$ cat src/rtl/i2s_voice_scheduler_if.sv
// Voice-request and serializer-facing signals of the I2S voice scheduler.
// slave = scheduler side, master = requesters/serializer side.
interface i2s_voice_scheduler_if #(
    parameter int NUM_VOICES = 4
);
    logic                      en;
    logic [NUM_VOICES-1:0]     req_valid;
    logic [8*NUM_VOICES-1:0]   req_sample;
    logic [NUM_VOICES-1:0]     req_ready;
    logic                      sclk;
    logic                      lrclk;
    logic [7:0]                sample;
    logic                      sample_stb;
    logic [NUM_VOICES-1:0]     underrun;

    modport master (
        output en, req_valid, req_sample,
        input  req_ready, sclk, lrclk, sample, sample_stb, underrun
    );

    modport slave (
        input  en, req_valid, req_sample,
        output req_ready, sclk, lrclk, sample, sample_stb, underrun
    );
endinterface

$ cat src/rtl/i2s_voice_scheduler.sv
// I2S sequencer: SCLK/LRCLK generation, one fetch per voice per frame, mixed sample out.
// Latency: SAMPLE updates NUM_VOICES+1 cycles after LRCLK rise. I2S_MIX_AVG_EN selects averaging mix.
// Backpressure: none; a voice not valid in its slot is skipped and flagged in UNDERRUN.
module i2s_voice_scheduler #(
    parameter int NUM_VOICES  = 4,
    parameter int SCLK_DIV    = 8,
    parameter int BITS_PER_CH = 32
) (
    input logic                    Clk,
    input logic                    Reset_n,
    i2s_voice_scheduler_if.slave   bus
);
    localparam int VW    = $clog2(NUM_VOICES);
    localparam int ACC_W = 8 + VW;
    localparam int DIV_W = $clog2(SCLK_DIV);
    localparam int BIT_W = $clog2(2 * BITS_PER_CH);

    typedef enum logic [1:0] {S_IDLE, S_FETCH, S_MIX} state_t;

    state_t                 r_state, w_state_nxt;
    logic [DIV_W-1:0]       r_div_cnt, w_div_nxt;
    logic [BIT_W-1:0]       r_bit_cnt, w_bit_nxt;
    logic                   w_div_wrap, w_lr_rise;
    logic                   r_sclk, r_lrclk;
    logic [VW-1:0]          r_vidx;
    logic [ACC_W-1:0]       r_acc, w_acc_nxt, w_smp_ext;
    logic                   w_cur_vld, w_last;
    logic [7:0]             w_cur_smp, w_mix;
    logic [7:0]             r_sample;
    logic                   r_sample_stb;
    logic [NUM_VOICES-1:0]  r_underrun, w_req_ready;

    always_comb begin
        w_div_wrap = (r_div_cnt == DIV_W'(SCLK_DIV - 1));
        w_div_nxt  = w_div_wrap ? '0 : r_div_cnt + DIV_W'(1);
        w_bit_nxt  = r_bit_cnt;
        if (w_div_wrap)
            w_bit_nxt = (r_bit_cnt == BIT_W'(2 * BITS_PER_CH - 1)) ? '0 : r_bit_cnt + BIT_W'(1);
        w_lr_rise  = (r_bit_cnt == BIT_W'(BITS_PER_CH)) && (r_div_cnt == '0);
    end

    always_comb begin
        w_cur_vld = bus.req_valid[r_vidx];
        w_cur_smp = bus.req_sample[{r_vidx, 3'b000} +: 8];
        w_smp_ext = {{VW{w_cur_smp[7]}}, w_cur_smp};
        w_acc_nxt = w_cur_vld ? r_acc + w_smp_ext : r_acc;
        w_last    = (r_vidx == VW'(NUM_VOICES - 1));
    end

`ifdef I2S_MIX_AVG_EN
    // Dropping the low VW bits of a two's complement sum is a floor divide by NUM_VOICES.
    assign w_mix = w_acc_nxt[VW +: 8];
`else
    logic [ACC_W-8:0] w_hi;
    logic             w_fits;
    always_comb begin
        w_hi   = w_acc_nxt[ACC_W-1:7];
        w_fits = (&w_hi) | ~(|w_hi);
        w_mix  = w_fits ? w_acc_nxt[7:0] : (w_acc_nxt[ACC_W-1] ? 8'h80 : 8'h7F);
    end
`endif

    always_comb begin
        w_state_nxt = r_state;
        w_req_ready = '0;
        case (r_state)
            S_IDLE:  if (w_lr_rise) w_state_nxt = S_FETCH;
            S_FETCH: begin
                if (w_cur_vld) w_req_ready[r_vidx] = 1'b1;
                if (w_last)    w_state_nxt = S_MIX;
            end
            S_MIX:   w_state_nxt = S_IDLE;
            default: w_state_nxt = S_IDLE;
        endcase
        if (!bus.en) begin
            w_state_nxt = S_IDLE;
            w_req_ready = '0;
        end
    end

    always_ff @(posedge Clk or negedge Reset_n) begin
        if (!Reset_n) r_state <= S_IDLE;
        else          r_state <= w_state_nxt;
    end

    always_ff @(posedge Clk or negedge Reset_n) begin
        if (!Reset_n) begin
            r_div_cnt    <= '0;
            r_bit_cnt    <= '0;
            r_sclk       <= 1'b0;
            r_lrclk      <= 1'b0;
            r_vidx       <= '0;
            r_acc        <= '0;
            r_sample     <= '0;
            r_sample_stb <= 1'b0;
            r_underrun   <= '0;
        end else if (!bus.en) begin
            // Idle: drop any partial frame; underrun flags keep their last value.
            r_div_cnt    <= '0;
            r_bit_cnt    <= '0;
            r_sclk       <= 1'b0;
            r_lrclk      <= 1'b0;
            r_vidx       <= '0;
            r_acc        <= '0;
            r_sample     <= '0;
            r_sample_stb <= 1'b0;
        end else begin
            r_div_cnt    <= w_div_nxt;
            r_bit_cnt    <= w_bit_nxt;
            r_sclk       <= (w_div_nxt >= DIV_W'(SCLK_DIV / 2));
            r_lrclk      <= (w_bit_nxt >= BIT_W'(BITS_PER_CH));
            r_sample_stb <= 1'b0;
            case (r_state)
                S_IDLE: if (w_lr_rise) begin
                    r_acc  <= '0;
                    r_vidx <= '0;
                end
                S_FETCH: begin
                    r_acc              <= w_acc_nxt;
                    r_underrun[r_vidx] <= ~w_cur_vld;
                    r_vidx             <= r_vidx + VW'(1);
                    if (w_last) begin
                        r_sample     <= w_mix;
                        r_sample_stb <= 1'b1;
                    end
                end
                default: ;
            endcase
        end
    end

    assign bus.req_ready  = w_req_ready;
    assign bus.sclk       = r_sclk;
    assign bus.lrclk      = r_lrclk;
    assign bus.sample     = r_sample;
    assign bus.sample_stb = r_sample_stb;
    assign bus.underrun   = r_underrun;
endmodule

$ cat src/flat_wrapper.sv
// flat-port wrapper written by rule: the top's interface ports become plain ports
module i2s_voice_scheduler_flat 
#(
    parameter int NUM_VOICES  = 4,
    parameter int SCLK_DIV    = 8,
    parameter int BITS_PER_CH = 32
)
  (Clk, Reset_n, bus_en, bus_req_valid, bus_req_sample, bus_req_ready, bus_sclk, bus_lrclk, bus_sample, bus_sample_stb, bus_underrun);
  i2s_voice_scheduler_if #(.NUM_VOICES(NUM_VOICES)) bus_i ();
  input logic Clk;
  input logic Reset_n;
  input wire logic [$bits(bus_i.en)-1:0] bus_en;
  input wire logic [$bits(bus_i.req_valid)-1:0] bus_req_valid;
  input wire logic [$bits(bus_i.req_sample)-1:0] bus_req_sample;
  output wire logic [$bits(bus_i.req_ready)-1:0] bus_req_ready;
  output wire logic [$bits(bus_i.sclk)-1:0] bus_sclk;
  output wire logic [$bits(bus_i.lrclk)-1:0] bus_lrclk;
  output wire logic [$bits(bus_i.sample)-1:0] bus_sample;
  output wire logic [$bits(bus_i.sample_stb)-1:0] bus_sample_stb;
  output wire logic [$bits(bus_i.underrun)-1:0] bus_underrun;
  assign bus_i.en = bus_en;
  assign bus_i.req_valid = bus_req_valid;
  assign bus_i.req_sample = bus_req_sample;
  assign bus_req_ready = bus_i.req_ready;
  assign bus_sclk = bus_i.sclk;
  assign bus_lrclk = bus_i.lrclk;
  assign bus_sample = bus_i.sample;
  assign bus_sample_stb = bus_i.sample_stb;
  assign bus_underrun = bus_i.underrun;
  i2s_voice_scheduler #(.NUM_VOICES(NUM_VOICES), .SCLK_DIV(SCLK_DIV), .BITS_PER_CH(BITS_PER_CH)) u_core (.Clk(Clk), .Reset_n(Reset_n), .bus(bus_i));
endmodule
$ cat config.mk
export PLATFORM = sky130hd
export DESIGN_NAME = i2s_voice_scheduler_flat
export DESIGN_NICKNAME = d
export VERILOG_FILES = /design/src/rtl/i2s_voice_scheduler_if.sv /design/src/rtl/i2s_voice_scheduler.sv /design/src/flat_wrapper.sv
export SDC_FILE = /design/constraint.sdc
export NUM_CORES = 1
export LEC_CHECK = 0
export ABC_AREA = 1
export CORE_UTILIZATION = 30
export CTS_BUF_LIST = sky130_fd_sc_hd__clkbuf_16
export DETAILED_ROUTE_END_ITERATION = 7
export PLACE_DENSITY = 0.52
export SYNTH_ARGS = -nofsm -noshare
export SYNTH_HDL_FRONTEND = slang
export SYNTH_SLANG_ARGS = --single-unit
$ cat constraint.sdc
create_clock -name Clk -period 2.5 [get_ports Clk]
set_input_delay 0.375 -clock Clk [delete_from_list [all_inputs] [get_ports Clk]]
set_output_delay 0.375 -clock Clk [all_outputs]
set_load 0.01 [all_outputs]
# == Yosys cells after proc, flatten, opt, wreduce, memory -nomap -nowiden ==
# Index checks and enable logic that the tools add are counted.
# classes
add_sub_neg,4
n_mul,0
div_mod_pow,0
magnitude_cmp,4
eq_ne,10
shift,1
n_mux,34
bitwise,3
reduce_logical,10
# ops
cell,n
$mux W8,5
$shiftx A32 B6 Y8,1
$mux W10,3
$pmux W10 S2,1
$mux W6,3
$eq A6 B6 Y1 const B,2
$mux W4,3
$add A10 B10 Y10,1
$mux W2,5
$pmux W2 S2,2
$reduce_and A2 Y1,4
$mux W1,7
$add A6 B1 Y6 const B,1
$ge A6 B6 Y1 const B,1
$mux W3,2
$ne A3 B2 Y1 const B,2
$bwmux W4,1
$ne A2 B1 Y1 const B,2
$add A3 B1 Y3 const B,1
$eq A3 B3 Y1 const B,1
$ge A3 B3 Y1 const B,1
$logic_not A3 Y1,1
$lt A2 B3 Y1 const B,1
$ne A3 B1 Y1 const B,1
12 further kinds,14
# totals
register_bits,38
latchBits,0
ram_bits,0
romBits,0
output_inout_bits,19
n_memories,0

# == Depth between registers and ports, before layout ==
# Gate-level depths: netlist of the first run.
# logic_depth
ltp_word,10
ltp_mapped,21

# == Least setup slack after synthesis of the first run ==
# OpenSTA, ideal clock, no wires.
# synth_timing
path_kind,register -> register
startpoint,register u_core.r_vidx[0]
endpoint,register u_core.r_sample[5] (netlist: u_core.bus.sample[5])
setup_time_ns,0.116
arrival_ns,2.521
required_time_ns,2.384
setup_slack_ns,-0.137
stages_incl_launch_ff,21
n_path_buf,3
synth_period_minus_slack_ns,2.637
path_cell_list,dfrtp_1 -> buf_6 -> inv_4 -> buf_6 -> clkbuf_1 -> nor2_1 -> o22ai_1 -> ha_1 -> fa_1 -> nand3_1 -> nand2_1 -> nand2_1 -> nand3_1 -> nand2_1 -> nand2_1 -> nand2_1 -> nand2_1 -> nand2_2 -> nand3_1 -> nand2_1 -> nand2_1
# synth_between
elab_chain_len,10
word_cells_on_any_way,17
classes_between,1 x add/sub; 2 x eq/ne; 1 x shift; 8 x mux; 2 x bitwise; 3 x reduce/logical
# synth_lines
item,line,text
start: declaration,i2s_voice_scheduler.sv:25,logic [VW-1:0] r_vidx;
start signal: assignment,i2s_voice_scheduler.sv:121,r_vidx <= r_vidx + VW'(1);
$shiftx A32 B6 Y8 or $bmux W1 S2 (tied branches),"i2s_voice_scheduler.sv:44, i2s_voice_scheduler.sv:43",
$add A10 B10 Y10 or $mux W1 (tied branches),"i2s_voice_scheduler.sv:46, i2s_voice_scheduler.sv:43",
$mux W10,i2s_voice_scheduler.sv:46,w_acc_nxt = w_cur_vld ? r_acc + w_smp_ext : r_acc;
$reduce_or A3 Y1,i2s_voice_scheduler.sv:58,w_fits = (&w_hi) | ~(|w_hi);
$not A1 Y1,i2s_voice_scheduler.sv:58,
$or A1 B1 Y1,i2s_voice_scheduler.sv:58,
$mux W8,i2s_voice_scheduler.sv:59,w_mix = w_fits ? w_acc_nxt[7:0] : (w_acc_nxt[ACC_W-1] ? 8'h80 : 8'h7F);
$mux W8,i2s_voice_scheduler.sv:122,if (w_last) begin
$mux W8,i2s_voice_scheduler.sv:113,case (r_state)
$mux W8,i2s_voice_scheduler.sv:97,end else if (!bus.en) begin
end signal: assignment,i2s_voice_scheduler.sv:123,r_sample <= w_mix;
end: declaration,i2s_voice_scheduler.sv:29,logic [7:0] r_sample;
# Several ways; a longest one is shown, not always the timed one. The select of a mux whose other input is x is not followed.
# A chain may end at the register's enable or synchronous reset.

# == Worst setup path in the final report of the first run ==
# Same ends and word-level chain as after synthesis.

==> flow_metrics.py, run 1 <==
metrics = {
    "outcome": {
        "status": "finished clean",
    },
    "logic_synthesis": {
        "synth_common_cells": "nand2_1 (101), inv_1 (39), dfrtp_1 (37), nor2_1 (36), o21ai_0 (29)",
        "syn-cell-area_um2": 2640,
        "avgSynthCellArea_um2": 7.29,
        "yosysMostFrequentCell": "nand2_1",
        "ys_seq_area_share_pct": 35.1,
        "async_flop_share_pct": 100,
        "synth.ff_latch_count": 37,
        "synth_flop_cell": "dfrtp_1",
        "synthesis.nets": 420,
        "synthTopCellsByArea": "dfrtp_1 (35%), nand2_1 (14%), ha_1 (8.5%)",
        "synthSimpleGateAreaFrac_pct": 32.6,
        "synth_xor_xnor_area_share_pct": 1.99,
        "synth_top_family_by_area": "simple AND/OR/NAND/NOR gates",
        "synth_top_area_cell": "dfrtp_1",
        "yosys_warnings": 0,
        "ys_types": 30,
        "synth-edff-count": 0,
        "synth_compound_area_share_pct": 11.9,
        "synth_fa_ha_area_share_pct": 9.29,
        "yosysTopAreaCellShare_pct": 35.1,
        "synthMuxAreaShare_pct": 0,
        "synth_cells": 362,
    },
    "die": {
        "coreArea_um2": 8380,
        "start_util_pct": 31.5,
        "num_io_pins": 58,
        "fp.dieW_um": 95.8,
        "row_count": 33,
        "die-height_um": 95.8,
        "die_area_um2": 9180,
    },
    "detailed_routing": {
        "route.detailed.drc": 0,
        "final_antenna_net_count": 0,
        "avgViaCountPerCell": 4.64,
        "drtIter0Drc": 64,
        "drt_first_pass_iters": 4,
        "via_count": 2600,
        "drt_wl_total_um": 6970,
        "wl_per_cell_um": 12.5,
    },
    "cells_and_area": {
        "final_util_pct": 46.2,
        "fin_cells": 560,
        "final_area_um2": 3870,
        "drive_above_1_share_pct": 22.6,
        "multi_input_area_um2": 1610,
        "num-fill-cells": 861,
        "area_growth_pct": 46.5,
        "seq_area_um2": 928,
        "fin_nets": 512,
        "n_antenna_cell": 0,
    },
    "pwr": {
        "total_power_mw": 2.22,
        "p_leak_nw": 1.90,
        "ir_worst_vdd_mv": 0.258,
        "p_per_area_nw_per_um2": 574,
    },
    "global_route": {
        "grt_max_degree": 38,
        "grt_usage_pct": 16.1,
        "antenna_found_initial": 0,
        "globalRouteMet1Util_pct": 21.9,
        "gr-usage-met3_pct": 2.45,
        "grt_overflow": 0,
        "grt_use_met2_pct": 26.5,
        "grt_pass1_vias": 2468,
        "grt-busiest-layer": "met2",
        "grt_first_pass_wirelength_um": 11500,
    },
    "timing": {
        "fmax_mhz": 402,
        "slew_headroom_pct": 25.1,
        "drv_slew": 0,
        "layout_min_cycle_time_ps": 2490,
        "setup_viol": 0,
        "hold_ws_ps": 209,
        "setup_ws_ps": 11.8,
        "setup_tns_ps": 0,
        "skew_ps": 4.03,
        "tightest_slew_ps": 1120,
        "rsz0062_at_grt": "yes",
        "report.final.hold_viol_count": 0,
        "min_period_over_period_pct": 99.5,
    },
    "cts": {
        "clk_latency_ps": 280,
        "clock-sinks": 37,
        "cts_hold_buf": 0,
        "cts_root_buffer": "clkbuf_16",
        "htreeDepth": 2,
        "cts_buffer_depth": 2,
        "cts_tree": "done",
        "clk_pin_slew_worst_paths_ps": 60,
        "cts_buffers": 5,
    },
    "critical_path": {
        "reg2reg_slack_ps": 10,
        "path_delay_family": "simple AND/OR/NAND/NOR gates",
        "arrival_ps": 2660,
        "crit_top_cell": "nand2_1",
        "startpoint_type": "flop",
        "cp.required_ps": 2670,
        "end_kind": "flop",
        "path_max_fanout": 7,
        "path_class": "flop to flop",
        "r2r_cells": 17,
        "crit_cells": 17,
        "path_buf_inv": 1,
        "critPathMaxStageDelay_ps": 470,
        "worstPathCellList": "buf_6 > o21ai_2 > o22ai_2 > ha_2 > fa_2 > nand3_2 > nand2_2 > nand2_2 > nand2_1 > nand2_1 > nand3_1 > nand2_1 > nand2_1 > nand2_4 > nand3_1 > nand2_1 > nand2_1",
        "crit_path_start": "u_core.r_vidx[0]",
        "cp-endpoint": "u_core.bus.sample[5]",
        "slowest_stage": "dfrtp_2",
        "r2r-start": "u_core.r_vidx[0]",
        "r2r-end": "u_core.bus.sample[5]",
    },
    "placed_design": {
        "place_area_um2": 3530,
        "place_congestion": 0.860,
        "place_hpwl_um": 5250,
        "dp_slack_ps": -223,
        "dp_cells": 548,
        "io_buffers": 57,
    },
    "run": {
        "cap_violations": 0,
    },
    "min_path": {
        "min_path_type": "input port to asynchronous set/reset pin",
    },
}
==> state kept, by name (all words and copies together), names as in the netlist <==
name	flops
u_core.bus.sample	8
u_core.r_bit_cnt	6
u_core.r_state	2
u_core.r_div_cnt	3
u_core.bus.underrun	4
u_core.r_acc	10
u_core.bus.lrclk	1
u_core.bus.sample_stb	1
u_core.r_vidx	2
==> logic make-up after synthesis <==
group / Yosys count
adder cells (fa/ha/maj): 19
flip-flops: 37
buffers and inverters: 55
AND/OR/NAND/NOR: 189
AO/OA/AOI/OAI: 56
XOR/XNOR: 6
==> cell usage in the layout (no fill, tap or decap), drive strengths merged, types with 2 or more instances in the layout <==
cell type and count:
inv 44, o21ai 29, clkdlybuf4s50 52, buf 40, nand2 113, xor2 4, dlymetal6s2s 3, o22ai 17
nor3 4, clkinv 2, xnor2 2, ha 18, dfrtp 37, clkbuf 5, a21oi 9, nor3b 3
nand3 31, nor2 37
==> repair_timing <==
item | in CTS | in global routing
hold endpoints to repair | 0 | 0
setup buffers | 3 | 1
gates resized for setup | 16 | 35
setup endpoints to repair | 9 | 15
pin swaps | 8 | 17
==> cell type report <==
type | count | area share [%]
repair buffers | 96 | 22.6
clock inverters | 3 | 0.550
inverters | 44 | 4.53
multi-input cells | 270 | 41.7
well taps | 105 | 3.40
flip-flops and latches | 37 | 24.0
clock buffers | 5 | 3.23
==> report_power, final <==
group | internal (mW) | switching (mW)
Combinational | 0.423 | 0.476
Clock | 0.371 | 0.269
Sequential | 0.643 | 0.0385
Total | 1.44 | 0.783
==> how the worst min path moves through the flow <==
stage,endpoint,slack [ps],depth (start not counted)
2_1_floorplan,u_core.bus.lrclk,80,0
3_3_place_gp,u_core.r_div_cnt[0],460,1
3_5_place_dp,u_core.bus.sample[4],470,2
4_1_cts,u_core.r_div_cnt[2],250,1
5_1_grt,u_core.r_bit_cnt[0],290,1
6_report,u_core.r_bit_cnt[0],210,1
==> layer usage <==
metal  routed length, um  share of wire [%]
met1                3520                 50
met2                3080                 44
met3                 301                4.3
met4                  76                1.1
met5                   0                  0
No activity file was read; power rests on OpenSTA's default activity.
==> run 2, diff against run 1 <==
--- a/config.mk
+++ b/config.mk
@@ -6,10 +6,10 @@
 export NUM_CORES = 1
 export LEC_CHECK = 0
 export ABC_AREA = 1
-export CORE_UTILIZATION = 30
+export CORE_UTILIZATION = 37
 export CTS_BUF_LIST = sky130_fd_sc_hd__clkbuf_16
 export DETAILED_ROUTE_END_ITERATION = 7
-export PLACE_DENSITY = 0.52
+export PLACE_DENSITY = 0.62
 export SYNTH_ARGS = -nofsm -noshare
 export SYNTH_HDL_FRONTEND = slang
 export SYNTH_SLANG_ARGS = --single-unit
==> flow_metrics.py, run 2 (synthesis gave the netlist of run 1 again) <==
metrics = {
    "outcome": {
        "status": "finished clean",
    },
    "timing": {
        "skew_ps": 3.04,
        "setup_ws_ps": 40.0,
        "drv_slew": 0,
        "setup_viol": 0,
        "slew_headroom_pct": 33.0,
        "report.final.hold_viol_count": 0,
        "rsz0062_at_grt": "yes",
        "layout_min_cycle_time_ps": 2460,
        "fmax_mhz": 406,
        "tightest_slew_ps": 1010,
        "min_period_over_period_pct": 98.4,
    },
    "detailed_routing": {
        "drt_first_pass_iters": 4,
        "avgViaCountPerCell": 4.78,
        "drt_wl_total_um": 6730,
        "via_count": 2641,
        "route.detailed.drc": 0,
        "final_antenna_net_count": 0,
        "drtIter0Drc": 101,
        "wl_per_cell_um": 12.2,
    },
    "placed_design": {
        "io_buffers": 57,
        "place_hpwl_um": 5200,
        "place_congestion": 0.919,
        "dp_slack_ps": -234,
    },
    "cts": {
        "cts_root_buffer": "clkbuf_16",
        "clock-sinks": 37,
        "cts_buffers": 5,
        "clk_latency_ps": 280,
        "clk_pin_slew_worst_paths_ps": 50,
        "cts_hold_buf": 0,
        "cts_tree": "done",
        "cts_buffer_depth": 2,
        "htreeDepth": 2,
    },
    "global_route": {
        "grt_pass1_vias": 2509,
        "grt_max_degree": 38,
        "grt_overflow": 0,
        "grt_first_pass_wirelength_um": 11200,
        "grt_usage_pct": 19.1,
        "antenna_found_initial": 0,
    },
    "critical_path": {
        "path_buf_inv": 2,
        "crit_top_cell": "nand2_1",
        "path_delay_family": "simple AND/OR/NAND/NOR gates",
        "startpoint_type": "flop",
        "worstPathCellList": "buf_12 > o21ai_0 > o22ai_1 > ha_1 > nand2_2 > nor2_2 > buf_4 > nand2_1 > nand3_1 > nand2_1 > nand3_2 > nand2_2 > a21oi_4 > nand2_1 > nand2_1",
        "end_kind": "flop",
        "path_max_fanout": 16,
        "cp.required_ps": 2720,
        "critPathMaxStageDelay_ps": 470,
        "path_class": "flop to flop",
        "arrival_ps": 2680,
        "slowest_stage": "dfrtp_2",
    },
    "pwr": {
        "p_switching_mw": 0.743,
        "p_clk_share_pct": 27.2,
        "internal_power_mw": 1.45,
        "p_leak_nw": 1.91,
        "p_per_area_nw_per_um2": 569,
        "ir_worst_vdd_mv": 0.295,
        "total_power_mw": 2.19,
        "p_seq_share_pct": 31.2,
        "p_comb_share_pct": 41.6,
        "switching_share_pct": 33.9,
    },
    "cells_and_area": {
        "final_common_cell": "nand2_1",
        "fin_nets": 513,
        "drive_above_1_share_pct": 20.8,
        "area_growth_pct": 45.8,
        "final_cell_mix": "nand2_1 (96), clkdlybuf4s50_1 (53), inv_1 (40)",
        "largest_reg_flops": 10,
        "top_register": "u_core.r_acc",
        "n_antenna_cell": 0,
    },
    "die": {
        "die_area_um2": 7480,
        "fp.dieW_um": 86.5,
        "start_util_pct": 38.6,
        "num_io_pins": 58,
        "coreArea_um2": 6830,
        "die-height_um": 86.5,
        "row_count": 30,
    },
    "run": {
        "cap_violations": 0,
    },
    "min_path": {
        "min_path_type": "input port to asynchronous set/reset pin",
    },
}
## run 2: changes by cell type in the layout (fill, tap and decap cells not counted), sizes merged
cell and change:
buf +1, clkdlybuf4s50 +1, clkinv +1, clkinvlp -1
dlygate4sd2 -1
## run 2: through the flow
step           cell area [um2]  setup TNS (ps)  hold WS, ps  utilization (%)  cells
4_1_cts                   3670               0          238             53.7    544
3_3_place_gp              3520           -1480          456             51.6    536
2_1_floorplan             2650               0         79.4                -    362
3_5_place_dp              3520           -1740          468             51.6    536
5_1_grt                   3850            -707          286             56.4    552
6_report                  3850               0          209             56.4    552
## run 2: layout make-up
class | instances | area, um2
sequential | 37 | 927
inverter | 44 | 173
fill | 657 | 2980
tap | 96 | 120
clock buffer | 5 | 125
clock inverter | 3 | 13.8
timing repair buffer | 97 | 902
multi-input combinational | 270 | 1590
## run 2: worst paths after layout
path,startpoint,endpoint,slack (ps),cells after the start
hold reg to reg,u_core.r_div_cnt[0],u_core.r_div_cnt[0],470,1
setup / recovery,u_core.r_vidx[0],u_core.bus.sample[0],40,15
min in group Clk,u_core.r_div_cnt[0],u_core.r_div_cnt[0],470,1
max in group asynchronous,Reset_n,u_core.r_vidx[0],1700,1
setup reg to reg,u_core.r_vidx[0],u_core.bus.sample[0],40,15
hold / removal,Reset_n,u_core.r_div_cnt[2],210,1
## run 2: routing by layer
layer,GRT usage [%],part of all wire [%],vias up
li1,-,-,1351
met1,23.9,46,1210
met2,33.3,48,68
met3,3.71,3.7,12
met4,5.76,1.8,0
met5,0,0,-
## run 2: what timing repair did
action,4_1_cts,5_1_grt
gates resized for setup,4,34
pin swaps,3,15
setup buffers,0,8
endpoints found under the setup margin,8,16
## run 2: power groups by stage
stage                     sequential, mW  combinational [mW]  clock, mW
final                              0.683               0.911      0.597
after global routing               0.688                1.01      0.642
after CTS                          0.679               0.810      0.619
after detailed placement           0.688               0.802          0
after global placement             0.688               0.792          0
after floorplan                    0.689               0.471          0
## run 2: worst reg2reg max path: stages, from the launching register on
cell and delay [ps]:
dfrtp_2 470, buf_12 170, o21ai_0 160, o22ai_1 140, ha_1 370, nand2_2 90, nor2_2 130, buf_4 120
nand2_1 40, nand3_1 80, nand2_1 70, nand3_2 80, nand2_2 100, a21oi_4 240, nand2_1 90, nand2_1 60
==> run 3, diff against run 2 <==
--- a/config.mk
+++ b/config.mk
@@ -5,11 +5,10 @@
 export SDC_FILE = /design/constraint.sdc
 export NUM_CORES = 1
 export LEC_CHECK = 0
-export ABC_AREA = 1
 export CORE_UTILIZATION = 37
 export CTS_BUF_LIST = sky130_fd_sc_hd__clkbuf_16
 export DETAILED_ROUTE_END_ITERATION = 7
-export PLACE_DENSITY = 0.62
+export PLACE_DENSITY = 0.63
 export SYNTH_ARGS = -nofsm -noshare
 export SYNTH_HDL_FRONTEND = slang
 export SYNTH_SLANG_ARGS = --single-unit
==> flow_metrics.py, run 3 <==
metrics = {
    "logic_synthesis": {
        "synthesis.nets": 296,
        "synth-edff-count": 0,
        "yosysTopAreaCellShare_pct": 38.0,
        "ys_types": 47,
        "synth_cells": 238,
        "avgSynthCellArea_um2": 10.2,
        "synth.ff_latch_count": 37,
        "ys_seq_area_share_pct": 38.0,
        "synth_top_area_cell": "dfrtp_1",
        "synth_flop_cell": "dfrtp_1",
        "synthTopCellsByArea": "dfrtp_1 (38%), ha_1 (9.3%), mux4_2 (8.3%)",
        "async_flop_share_pct": 100,
        "syn-cell-area_um2": 2430,
        "synth_common_cells": "dfrtp_1 (37), nand2_1 (25), ha_1 (18), a21oi_1 (14), nor2_1 (14)",
        "yosysMostFrequentCell": "dfrtp_1",
        "yosys_warnings": 0,
    },
    "placed_design": {
        "place_area_um2": 3420,
        "place_congestion": 0.808,
        "place_hpwl_um": 5010,
        "dp_cells": 408,
        "io_buffers": 57,
        "dp_slack_ps": -1060,
    },
    "timing": {
        "slew_headroom_pct": 42.5,
        "setup_tns_ps": -7840,
        "rsz0062_at_grt": "yes",
        "layout_min_cycle_time_ps": 3250,
        "fmax_mhz": 307,
        "report.final.hold_viol_count": 0,
        "setup_ws_ps": -753,
        "hold_ws_ps": 200,
        "drv_slew": 0,
        "tightest_slew_ps": 863,
        "skew_ps": 6.13,
        "setup_viol": 14,
        "min_period_over_period_pct": 130,
    },
    "critical_path": {
        "critPathMaxStageDelay_ps": 540,
        "startpoint_type": "flop",
        "r2r-end": "u_core.bus.sample[4]",
        "cp.required_ps": 2720,
        "path_buf_inv": 1,
        "reg2reg_slack_ps": -750,
        "r2r-start": "u_core.r_vidx[0]",
        "r2r_cells": 10,
        "slowest_stage": "mux4_2",
        "worstPathCellList": "buf_12 > mux4_2 > ha_4 > o211ai_1 > o211ai_1 > nand2_1 > and4b_1 > or4_4 > nor4_4 > a221o_1",
        "path_max_fanout": 7,
        "path_class": "flop to flop",
        "path_delay_family": "simple AND/OR/NAND/NOR gates",
        "end_kind": "flop",
        "arrival_ps": 3470,
        "crit_top_cell": "o211ai_1",
    },
    "cts": {
        "cts_root_buffer": "clkbuf_16",
        "cts_buffers": 5,
        "clk_pin_slew_worst_paths_ps": 60,
        "clk_latency_ps": 280,
        "htreeDepth": 2,
        "cts_buffer_depth": 2,
        "cts_tree": "done",
        "clock-sinks": 37,
    },
    "global_route": {
        "grt_usage_pct": 20.9,
        "grt_pass1_vias": 2368,
        "antenna_found_initial": 0,
        "grt_overflow": 0,
        "grt_first_pass_wirelength_um": 11500,
        "grt_max_degree": 38,
    },
    "die": {
        "row_count": 29,
        "die-height_um": 83.1,
        "coreArea_um2": 6350,
        "die_area_um2": 6910,
        "fp.dieW_um": 83.1,
        "start_util_pct": 38.3,
        "num_io_pins": 58,
    },
    "detailed_routing": {
        "avgViaCountPerCell": 5.37,
        "drt_wl_total_um": 6760,
        "drt_first_pass_iters": 4,
        "route.detailed.drc": 0,
        "drtIter0Drc": 104,
        "final_antenna_net_count": 0,
        "via_count": 2300,
        "wl_per_cell_um": 15.8,
    },
    "pwr": {
        "p_per_area_nw_per_um2": 379,
        "total_power_mw": 1.47,
        "ir_worst_vdd_mv": 0.260,
        "p_leak_nw": 1.74,
    },
    "run": {
        "cap_violations": 0,
    },
    "cells_and_area": {
        "num-fill-cells": 520,
        "fin_cells": 428,
        "drive_above_1_share_pct": 30.8,
        "final_cell_mix": "clkdlybuf4s50_1 (52), buf_4 (47), dfrtp_1 (36)",
        "final_common_cell": "clkdlybuf4s50_1",
        "largest_reg_flops": 10,
        "n_antenna_cell": 0,
        "seq_area_um2": 927,
        "top_register": "u_core.r_acc",
        "fin_nets": 408,
        "final_util_pct": 60.9,
        "area_growth_pct": 59.0,
        "multi_input_area_um2": 1640,
        "final_area_um2": 3870,
    },
    "outcome": {
        "status": "finished, violations left",
        "violations": "setup timing",
    },
    "min_path": {
        "min_path_type": "input port to asynchronous set/reset pin",
    },
}
[run 3: cell families after synthesis]
logic type,synth area share (%)
adder cells (fa/ha/maj),10.1
buffers and inverters,3.03
XOR/XNOR,3.60
AND/OR/NAND/NOR,15.9
multiplexers,12.0
AO/OA/AOI/OAI,17.3
flip-flops,38.0
[run 3: final cells by class]
type	count	share of cell area [%]
clock buffer	5	3.23
multi-input combinational	182	42.4
tap	77	2.49
clock inverter	3	0.550
sequential	37	24.0
timing repair buffer	113	26.3
inverter	11	1.07
[run 3: how the worst max path moves through the flow]
stage,cells after the start,from,endpoint
4_1_cts,10,u_core.r_vidx[0],u_core.bus.sample[4]
6_report,10,u_core.r_vidx[0],u_core.bus.sample[4]
2_1_floorplan,11,u_core.r_vidx[0],u_core.bus.sample[1]
3_3_place_gp,11,bus_req_sample[0],u_core.bus.sample[5]
5_1_grt,10,u_core.r_vidx[0],u_core.bus.sample[4]
3_5_place_dp,11,bus_req_sample[8],u_core.bus.sample[4]
[run 3: what timing repair did]
| action | 4_1_cts | 5_1_grt |
|---|---|---|
| gates resized for setup | 33 | 15 |
| endpoints found under the setup margin | 20 | 20 |
| pin swaps | 9 | 1 |
| hold buffers | 0 | 0 |
| buffers inserted | 10 | 2 |
[run 3: where the power goes]
group | leakage (nW) | internal, mW | switching, mW | total, mW
logic | 1.16 | 0.126 | 0.0944 | 0.221
registers | 0.513 | 0.603 | 0.00279 | 0.606
clock network | 0.0702 | 0.371 | 0.269 | 0.641
total | 1.74 | 1.10 | 0.367 | 1.47
[run 3: routing by layer]
layer / wire length [um] / track usage [%] / part of all wire, % / vias to the layer above
li1: - / - / - / 1110
met2: 3350 / 34.9 / 50 / 40
met1: 3170 / 28.4 / 47 / 1144
met4: 42 / 4.55 / 0.62 / 0
met3: 191 / 3.78 / 2.8 / 6
met5: 0 / 0 / 0 / -
